<file path="config.mk">
export PLATFORM = sky130hd
export DESIGN_NAME = vga_cmd_scheduler
export DESIGN_NICKNAME = d
export VERILOG_FILES = /design/src/rtl/vga_cmd_scheduler.sv
export SDC_FILE = /design/constraint.sdc
export NUM_CORES = 1
export LEC_CHECK = 0
export ABC_AREA = 1
export BUFFER_PORTS_ARGS = -buffer_cell sky130_fd_sc_hd__buf_2
export CAP_MARGIN = 20
export CORE_AREA = 8 8 112 114
export DETAILED_ROUTE_END_ITERATION = 10
export DIE_AREA = 0 0 120 122
export PLACE_DENSITY = 0.87
export SLEW_MARGIN = 20
export SYNTH_ARGS = -nofsm -noshare
export SYNTH_HDL_FRONTEND = slang
export SYNTH_SLANG_ARGS = --single-unit
export TNS_END_PERCENT = 1
</file>
<file path="constraint.sdc">
create_clock -name clk -period 4.01 [get_ports clk]
set_input_delay 1.0025 -clock clk [delete_from_list [all_inputs] [get_ports clk]]
set_output_delay 1.0025 -clock clk [all_outputs]
set_load 0.02 [all_outputs]
</file>
<file path="src/rtl/vga_cmd_scheduler.sv">
// SPI command parser and VGA update scheduler: double-buffered config committed at frame start,
// char-cell writes queued and drained during blanking. Optional macro: CMD_TIMEOUT_EN (partial-command abort).
module vga_cmd_scheduler #(
    parameter int unsigned ADDR_W       = 8,
    parameter int unsigned FIFO_DEPTH   = 4,
    parameter logic [31:0] RESET_CONFIG = 32'h80FC_0000,
    parameter int unsigned TIMEOUT_CYC  = 1024
) (
    input  logic              clk,
    input  logic              rst,
    input  logic [7:0]        rx_byte,
    input  logic              rx_valid,
    input  logic              frame_start,
    input  logic              active,
    output logic [31:0]       config_out,
    output logic              char_wr_en,
    output logic [ADDR_W-1:0] char_wr_addr,
    output logic [5:0]        char_wr_data,
    output logic              cfg_pending,
    output logic              overflow,
    output logic              cmd_err
);

    localparam int unsigned IDX_W = $clog2(FIFO_DEPTH);
    localparam int unsigned PTR_W = IDX_W + 1;

    typedef enum logic [1:0] {IDLE, CFG, CH_ADDR, CH_DATA} state_t;

    typedef struct packed {
        logic [ADDR_W-1:0] addr;
        logic [5:0]        data;
    } char_entry_t;

    state_t            state, state_d;
    logic [1:0]        cnt, cnt_d;
    logic              apply_c, cfg_wr_c, cfg_last_c, addr_wr_c, push_c, bad_op_c, timeout_c;
    logic [31:0]       shadow;
    logic [ADDR_W-1:0] addr_q;

    char_entry_t       mem [FIFO_DEPTH];
    logic [PTR_W-1:0]  wr_ptr, rd_ptr;
    logic              fifo_empty_c, fifo_full_c, pop_c, push_ok_c;

    // Command decode: states only move on a received byte (or a timeout abort)
    always_comb begin
        state_d    = state;
        cnt_d      = cnt;
        apply_c    = 1'b0;
        cfg_wr_c   = 1'b0;
        cfg_last_c = 1'b0;
        addr_wr_c  = 1'b0;
        push_c     = 1'b0;
        bad_op_c   = 1'b0;
        if (timeout_c) begin
            state_d = IDLE;
        end else if (rx_valid) begin
            case (state)
                IDLE: begin
                    case (rx_byte[7:4])
                        4'h1: begin
                            state_d = CFG;
                            cnt_d   = 2'd3;
                        end
                        4'h2:    state_d  = CH_ADDR;
                        4'h3:    apply_c  = 1'b1;
                        default: bad_op_c = 1'b1;
                    endcase
                end
                CFG: begin
                    cfg_wr_c = 1'b1;
                    if (cnt == 2'd0) begin
                        cfg_last_c = 1'b1;
                        state_d    = IDLE;
                    end else begin
                        cnt_d = cnt - 2'd1;
                    end
                end
                CH_ADDR: begin
                    addr_wr_c = 1'b1;
                    state_d   = CH_DATA;
                end
                CH_DATA: begin
                    push_c  = 1'b1;
                    state_d = IDLE;
                end
                default: state_d = IDLE;
            endcase
        end
    end

    always_ff @(posedge clk) begin
        if (rst) begin
            state <= IDLE;
            cnt   <= 2'd0;
        end else begin
            state <= state_d;
            cnt   <= cnt_d;
        end
    end

    // Shadow/commit: a commit always takes the pre-update shadow, so a 4th byte on frame_start stays pending
    always_ff @(posedge clk) begin
        if (rst) begin
            shadow      <= RESET_CONFIG;
            config_out  <= RESET_CONFIG;
            cfg_pending <= 1'b0;
            cmd_err     <= 1'b0;
            addr_q      <= '0;
        end else begin
            cmd_err <= bad_op_c | timeout_c;
            if (cfg_wr_c)
                shadow[{cnt, 3'b000} +: 8] <= rx_byte;
            if (apply_c || (frame_start && cfg_pending))
                config_out <= shadow;
            if (cfg_last_c)
                cfg_pending <= 1'b1;
            else if (apply_c || frame_start)
                cfg_pending <= 1'b0;
            if (addr_wr_c)
                addr_q <= ADDR_W'(rx_byte);
        end
    end

    assign fifo_empty_c = (wr_ptr == rd_ptr);
    assign fifo_full_c  = ((wr_ptr - rd_ptr) == PTR_W'(FIFO_DEPTH));
    assign pop_c        = !active && !fifo_empty_c;
    assign push_ok_c    = push_c && (!fifo_full_c || pop_c);

    always_ff @(posedge clk) begin
        if (!rst && push_ok_c)
            mem[wr_ptr[IDX_W-1:0]] <= '{addr: addr_q, data: rx_byte[5:0]};
    end

    // Drain only in blanking; the strobe follows the pop by one cycle
    always_ff @(posedge clk) begin
        if (rst) begin
            wr_ptr       <= '0;
            rd_ptr       <= '0;
            overflow     <= 1'b0;
            char_wr_en   <= 1'b0;
            char_wr_addr <= '0;
            char_wr_data <= '0;
        end else begin
            char_wr_en <= pop_c;
            if (pop_c) begin
                char_wr_addr <= mem[rd_ptr[IDX_W-1:0]].addr;
                char_wr_data <= mem[rd_ptr[IDX_W-1:0]].data;
                rd_ptr       <= rd_ptr + PTR_W'(1);
            end
            if (push_ok_c)
                wr_ptr <= wr_ptr + PTR_W'(1);
            if (push_c && !push_ok_c)
                overflow <= 1'b1;
        end
    end

`ifdef CMD_TIMEOUT_EN
    localparam int unsigned TO_W = $clog2(TIMEOUT_CYC) + 1;
    logic [TO_W-1:0] to_cnt;

    always_ff @(posedge clk) begin
        if (rst || rx_valid || state == IDLE)
            to_cnt <= '0;
        else
            to_cnt <= to_cnt + TO_W'(1);
    end

    assign timeout_c = (state != IDLE) && !rx_valid && (to_cnt == TO_W'(TIMEOUT_CYC - 1));
`else
    logic unused_timeout;
    assign unused_timeout = ^TIMEOUT_CYC;
    assign timeout_c      = 1'b0;
`endif

endmodule

</file>
==> results of run 1 <==
worst register-to-register path, delay by kind of cell, from the launching register on:
| kind | cells | cell delay [ns] |
|---|---|---|
| fa+ha+maj | 1 | 0.43 |
| buf+inv | 2 | 0.68 |
| flops | 1 | 0.65 |
| simple gates | 7 | 0.88 |
cells by family (layout without fill, tap and decap cells):
family / count (synthesis) / in the layout / share of synthesized area, %
buffers and inverters: 82 / 147 / 5.491
AO/OA/AOI/OAI: 152 / 152 / 12.82
adder cells (fa/ha/maj): 12 / 12 / 2.449
AND/OR/NAND/NOR: 267 / 267 / 19.15
flip-flops: 156 / 156 / 60.09
synth_stat cells:
master,instances
nand2_4,1
nor3_4,1
o21ai_2,1
edfxtp_1,56
buf_6,1
o21ai_1,1
o22ai_1,14
nor2_4,1
nand4_2,1
buf_2,8
nand2_1,93
buf_4,3
o31ai_1,1
nor3_1,14
nor3b_1,1
inv_2,3
clkinv_1,2
nor4_1,1
nand4_1,12
nand3b_1,1
o21ai_0,60
dfxtp_1,100
nand2_2,2
nor2_1,85
a31oi_1,1
clkbuf_1,25
nor3_2,1
nand3_1,53
ha_1,12
inv_1,39
a21oi_1,74
buf_1,1
registers in the layout, indices dropped and copies added, names as in the netlist, 2 cells and up:
signal        count
cnt               2
wr_ptr            3
shadow           32
addr_q            8
mem              56
char_wr_data      6
config_out       32
rd_ptr            3
state             2
char_wr_addr      8
final timing paths:
path / startpoint / slack [ns] / end / depth (start not counted)
hold / removal: overflow / 0.45 / overflow / 2
hold reg to reg: overflow / 0.45 / overflow / 2
setup reg to reg: rd_ptr[1] / 1.07 / mem[1][13] / 10
setup / recovery: rd_ptr[1] / 1.07 / mem[1][13] / 10
layout make-up:
type	instances	area [um2]	area share (%)
clock inverters	12	72.57	1.034
inverters	44	165.2	2.353
clock buffers	20	435.4	6.203
flip-flops and latches	156	3684	52.48
multi-input cells	431	2110	30.05
well taps	140	175.2	2.496
repair buffers	71	377.9	5.383
per-stage QoR:
| step | total power [mW] | hold slack (ns) | cells | setup WS [ns] | utilization [%] |
|---|---|---|---|---|---|
| 3_5_place_dp | 1.917 | 0.4431 | 842 | 1.009 | 60.87 |
| 3_3_place_gp | 1.908 | 0.4351 | 842 | 1.144 | 60.87 |
| 4_1_cts | 3.276 | 0.4529 | 874 | 1.104 | 65.61 |
| 6_report | 3.280 | 0.4481 | 874 | 1.066 | 65.61 |
| 5_1_grt | 3.371 | 0.4820 | 874 | 0.8260 | 65.61 |
| 2_1_floorplan | 1.850 | 0.4292 | 669 | 1.044 | - |
power groups by stage:
stage	sequential (mW)	combinational (mW)	clock, mW
4_1_cts	1.67	0.211	1.39
3_5_place_dp	1.71	0.209	0
3_3_place_gp	1.71	0.200	0
6_report	1.67	0.214	1.39
5_1_grt	1.68	0.233	1.46
2_1_floorplan	1.72	0.125	0
placed cells by master, fill, tap and decap left out:
cell type,synthesis,layout
a21oi_1,74,74
a31oi_1,1,1
buf_2,8,62
buf_4,3,9
clkbuf_1,25,2
clkbuf_16,0,16
clkbuf_8,0,2
clkinv_1,2,3
clkinv_2,0,7
clkinv_4,0,2
clkinvlp_4,0,1
dfxtp_1,100,100
edfxtp_1,56,56
ha_1,12,12
inv_1,39,39
inv_2,3,3
inv_6,0,1
nand2_1,93,93
nand2_2,2,2
nand2_4,1,1
nand3_1,53,53
nand3b_1,1,1
nand4_1,12,12
nand4_2,1,1
nor2_1,85,85
nor2_4,1,1
nor3_1,14,14
nor3_2,1,1
nor3_4,1,1
nor3b_1,1,1
nor4_1,1,1
o21ai_0,60,60
o21ai_1,1,1
o21ai_2,1,1
o22ai_1,14,14
o31ai_1,1,1
per-layer routing:
layer | part of all wire [%] | global-route usage (%)
met1 | 40 | 25.39
met2 | 48 | 33.71
met3 | 9.9 | 6.247
met4 | 2.3 | 8.977
met5 | 0 | 0
==> metrics.csv, run 1 <==
stage,metric,value,unit
route,vias,5102,
synthesis,Syn. warnings,0,
floorplan,num rows,38,
critical_path,"most used cell, CP",nand2_1,
synthesis,Post-Syn Nets,694,
route,Routed WL,14.93,mm
timing,fin crit share,73.41,%
global_route,first-pass GRT wire length,24.31,mm
placed_design,IO buf count,62,
floorplan,core area,10700,um2
layout,Final #Nets,746,
synthesis,Syn Inst Count,669,
global_route,GRT Residual Overflow,0,
critical_path,Worst EP arrival,3.17,ns
global_route,vias in the first global route,5003,
synthesis,post-synthesis sequential area ratio,60.09,%
critical_path,critical-path cell list,"inv_1, ha_1, nand2_1, nand2_1, nand2_1, nand2_1, nand2_1, nand2_1, nor3_1, buf_4",
critical_path,crit-path max cell delay,0.65,ns
critical_path,Worst Path Required,4.24,ns
timing,fmax,339.7,MHz
power,maximum vdd ir drop,0.2864,mV
synthesis,average size of a mapped cell,9.162,um2
power,Internal,2.483,mW
layout,Area growth syn-to-layout,14.51,%
power,Flop pwr share,51.1,%
timing,Max Slew Vio Count,0,
timing,Final setup viols,0,
clock_network,clock-pin slew on the worst setup and hold paths,0.06,ns
layout,layout cells sized above 1,15.12,%
global_route,antenna violations before repair,0,
route,drt drc,0,
layout,Filler Cells Inserted,811,
floorplan,I/O pins,63,
route,antenna-violating nets left,0,
clock_network,Worst-Skew Late Latency,0.54,ns
power,Comb pwr share,6.5,%
clock_network,Clock Sinks,156,
global_route,largest net degree at the start of global routing,38,
run_status,outcome,"finished, final reports clean",
clock_network,TritonCTS clock tree,yes,
clock_network,postcts setup bufs,0,
synthesis,Post-Syn Area,6130,um2
critical_path,critical path's slowest cell,dfxtp_1,
layout,Antenna Cells,0,
timing,Final Hold Vio Count,0,
critical_path,critical path class,reg2reg,
floorplan,Die X,120,um
clock_network,Clock Tree Buf Depth,2,
synthesis,"Distinct cells, synth",32,
timing,Final min period,2.944,ns
clock_network,Clock Tree Root,clkbuf_8,
route,DR WL/cell,17.08,um
placed_design,DP HPWL,9.692,mm
clock_network,# hold bufs at CTS,0,
clock_network,total CTS buffers,17,
clock_network,cts repair resizes,0,
synthesis,Synth area leaders,"dfxtp_1 33%, edfxtp_1 27%, a21oi_1 6.0%",
global_route,All-Layer GR Usage,20.79,%
power,static leakage,2.823,nW
power,net switching power,0.7976,mW
clock_network,htree depth,4,
placed_design,routability congestion estimate,0.8406,
timing,skew final,0.007864,ns
route,initial drt markers,554,
power,Clk pwr share,42.4,%
timing,Max-slew headroom,33.38,%
route,Vias/cell,5.838,
route,1st-pass router iterations,5,
critical_path,critical-path maximum fanout,16,
critical_path,cell family with most CP delay,simple AND/OR/NAND/NOR gates,
floorplan,DIE AREA,14640,um2
floorplan,Die Ht,122,um
timing,RSZ-0062 raised after global routing,no,
critical_path,CP endpoint kind,flip-flop,
synthesis,top-area cell type share of the netlist area,32.66,%
layout,Final Instance Area,7019,um2
floorplan,Starting Density,57.30,%
synthesis,number of synthesized register bits,156,
critical_path,Startpoint Class,flip-flop,
power,Sw Ratio,24.31,%
timing,final setup TNS,0,ns
job,maxcap violations,0,
synthesis,Synth area leader,dfxtp_1,
placed_design,total placed instance area,6511,um2
critical_path,CP bufs+invs,2,
power,Pwr Density,467.3,nW/um2
timing,slew at the pin closest to its max-slew limit,0.9931,ns
hold_path,HP Class,reg2reg,
No activity file was read; power rests on OpenSTA's default activity.
==> run 2: changes to the inputs <==
==> constraint.sdc (replaced) <==
create_clock -name clk -period 3.1 [get_ports clk]
set_input_delay 0.775 -clock clk [delete_from_list [all_inputs] [get_ports clk]]
set_output_delay 0.775 -clock clk [all_outputs]
set_load 0.02 [all_outputs]
==> run 2 against run 1 <==
  * Non-clock buffer count increased by 2
  * Cell count increased by 0.23%
  * Critical path type unchanged
  * Total power increased by 33%
  * Global-route usage decreased by 0.25 points
  * Combinational power is 32% higher
==> metrics.csv, run 2 (synthesis gave the netlist of run 1 again) <==
stage,metric,value,unit,change
placed_design,total placed instance area,6526,um2,was 6511 um2
global_route,All-Layer GR Usage,20.54,%,was 20.79%
timing,final setup margin,0.4144,ns,was 1.066 ns
global_route,GRT Residual Overflow,0,,unchanged
timing,skew final,0.009354,ns,was 0.007864 ns
global_route,global-route track usage on met2,33.25,%,was 33.71%
run_status,outcome,"finished, final reports clean",,unchanged
global_route,GR peak layer,met2,,unchanged
placed_design,routability congestion estimate,0.8764,,was 0.8406
layout,Final Util,66.15,%,was 65.61%
clock_network,Clock Tree Root,clkbuf_8,,unchanged
global_route,vias in the first global route,4692,,was 5003
timing,Final min period,2.686,ns,was 2.944 ns
clock_network,htree depth,4,,unchanged
timing,Final setup viols,0,,unchanged
route,antenna-violating nets left,0,,unchanged
placed_design,DP HPWL,10.17,mm,was 9.692 mm
layout,Register Area,3684,um2,unchanged
route,Routed WL,15.31,mm,was 14.93 mm
timing,Final Hold Vio Count,0,,unchanged
hold_path,Hold Path Depth,2,,unchanged
timing,fin crit share,86.63,%,was 73.41%
critical_path,critical path class,reg2reg,,unchanged
critical_path,critical-path maximum fanout,16,,unchanged
critical_path,Reg-to-Reg Start,rd_ptr[1],,unchanged
placed_design,dpl cells,844,,was 842
clock_network,TritonCTS clock tree,yes,,unchanged
route,drt drc,0,,unchanged
hold_path,HP Class,reg2reg,,unchanged
placed_design,dpl ws,0.5453,ns,was 1.009 ns
power,Pwr Density,615.7,nW/um2,was 467.3 nW/um2
layout,Multi-input gate area,2110,um2,unchanged
floorplan,I/O pins,63,,unchanged
floorplan,Die Ht,122,um,unchanged
timing,slew at the pin closest to its max-slew limit,0.7844,ns,was 0.9931 ns
layout,Final #Nets,748,,was 746
job,maxcap violations,0,,unchanged
power,total power,4.357,mW,was 3.280 mW
global_route,first-pass GRT wire length,23.71,mm,was 24.31 mm
clock_network,total CTS buffers,17,,unchanged
clock_network,# hold bufs at CTS,0,,unchanged
route,vias,4986,,was 5102
global_route,antenna violations before repair,1,,was 0
floorplan,Starting Density,57.30,%,unchanged
clock_network,cts repair resizes,0,,unchanged
hold_path,worst hold start,overflow,,unchanged
layout,fin cells,876,,was 874
timing,RSZ-0062 raised after global routing,no,,unchanged
layout,"commonest cells after routing, fill and taps aside","100 x dfxtp_1, 93 x nand2_1, 85 x nor2_1, 74 x a21oi_1, 62 x buf_2",,unchanged
global_route,met3 usage,6.340,%,was 6.247%
timing,Max Slew Vio Count,0,,unchanged
layout,layout cells sized above 1,15.22,%,was 15.12%
power,static leakage,2.842,nW,was 2.823 nW
placed_design,IO buf count,62,,unchanged
layout,Antenna Cells,0,,unchanged
global_route,largest net degree at the start of global routing,46,,was 38
timing,worst hold margin,0.4605,ns,was 0.4481 ns
critical_path,flop-to-flop setup slack,0.41,ns,was 1.07 ns
critical_path,Reg2Reg Depth,10,,unchanged
floorplan,num rows,38,,unchanged
route,1st-pass router iterations,5,,unchanged
route,DR WL/cell,17.48,um,was 17.08 um
timing,Max-slew headroom,47.65,%,was 33.38%
route,Vias/cell,5.692,,was 5.838
clock_network,Clock Tree Buf Depth,2,,unchanged
timing,final setup TNS,0,ns,unchanged
layout,Area growth syn-to-layout,15.45,%,was 14.51%
layout,Filler Cells Inserted,781,,was 811
floorplan,Die X,120,um,unchanged
layout,Final Instance Area,7077,um2,was 7019 um2
critical_path,Worst EP arrival,2.90,ns,was 3.17 ns
layout,max reg flops,56,,unchanged
hold_path,Hold Path Sink,overflow,,unchanged
global_route,GR Util met1,25.20,%,was 25.39%
critical_path,Worst Path Required,3.32,ns,was 4.24 ns
critical_path,CP Launch Point,rd_ptr[1],,unchanged
power,maximum vdd ir drop,0.3105,mV,was 0.2864 mV
clock_network,clock-pin slew on the worst setup and hold paths,0.07,ns,was 0.06 ns
floorplan,core area,10700,um2,unchanged
critical_path,capturing point of the worst reg2reg path,mem[1][2],,was mem[1][13]
timing,fmax,372.4,MHz,was 339.7 MHz
route,initial drt markers,516,,was 554
clock_network,postcts setup bufs,0,,unchanged
critical_path,CP endpoint kind,flip-flop,,unchanged
floorplan,DIE AREA,14640,um2,unchanged
clock_network,Worst-Skew Late Latency,0.53,ns,was 0.54 ns
layout,"commonest non-fill, non-tap cell in the layout",dfxtp_1,,unchanged
clock_network,Clock Sinks,156,,unchanged
critical_path,Startpoint Class,flip-flop,,unchanged
==> run 2: changes by cell type in the layout (fill, tap and decap cells not counted), sizes merged <==
cell      previous run  this run
buf                 71        73
bufinv               0         1
clkinv              12         9
clkinvlp             1         3
==> run 2: worst max path at each step <==
| stage | to | slack [ns] | cells past startpoint |
|---|---|---|---|
| after floorplan | mem[0][0] | 0.24 | 10 |
| after global placement | mem[0][1] | 0.65 | 10 |
| after detailed placement | mem[0][1] | 0.55 | 10 |
| after CTS | mem[1][13] | 0.45 | 10 |
| after global routing | mem[1][3] | 0.20 | 10 |
| final | mem[1][2] | 0.41 | 10 |
==> run 2: cell type report <==
| type | count | area share [%] |
|---|---|---|
| tap | 140 | 2.475 |
| multi-input combinational | 431 | 29.81 |
| sequential | 156 | 52.05 |
| timing repair buffer | 73 | 5.552 |
| clock inverter | 12 | 1.326 |
| inverter | 44 | 2.334 |
| clock buffer | 20 | 6.453 |
==> run 2: worst max-delay path: stages, from the launching register on <==
cell     delay (ns)
dfxtp_1        0.58
inv_1          0.34
ha_1           0.40
nand2_1        0.08
nand2_1        0.04
nand2_1        0.05
nand2_1        0.06
nand2_1        0.18
nand2_1        0.16
nor3_1         0.20
buf_4          0.28
==> run 2: metal layers <==
| layer | wire, um | part of all wire (%) |
|---|---|---|
| met1 | 6317 | 41 |
| met4 | 367 | 2.4 |
| met2 | 7394 | 48 |
| met3 | 1224 | 8.0 |
| met5 | 10 | 0.065 |
==> run 2: report_power, final <==
part	switching [mW]	internal, mW	total, mW
Sequential	0.0194	2.14	2.16
Combinational	0.207	0.0756	0.283
Clock	0.791	1.12	1.91
Total	1.02	3.34	4.36
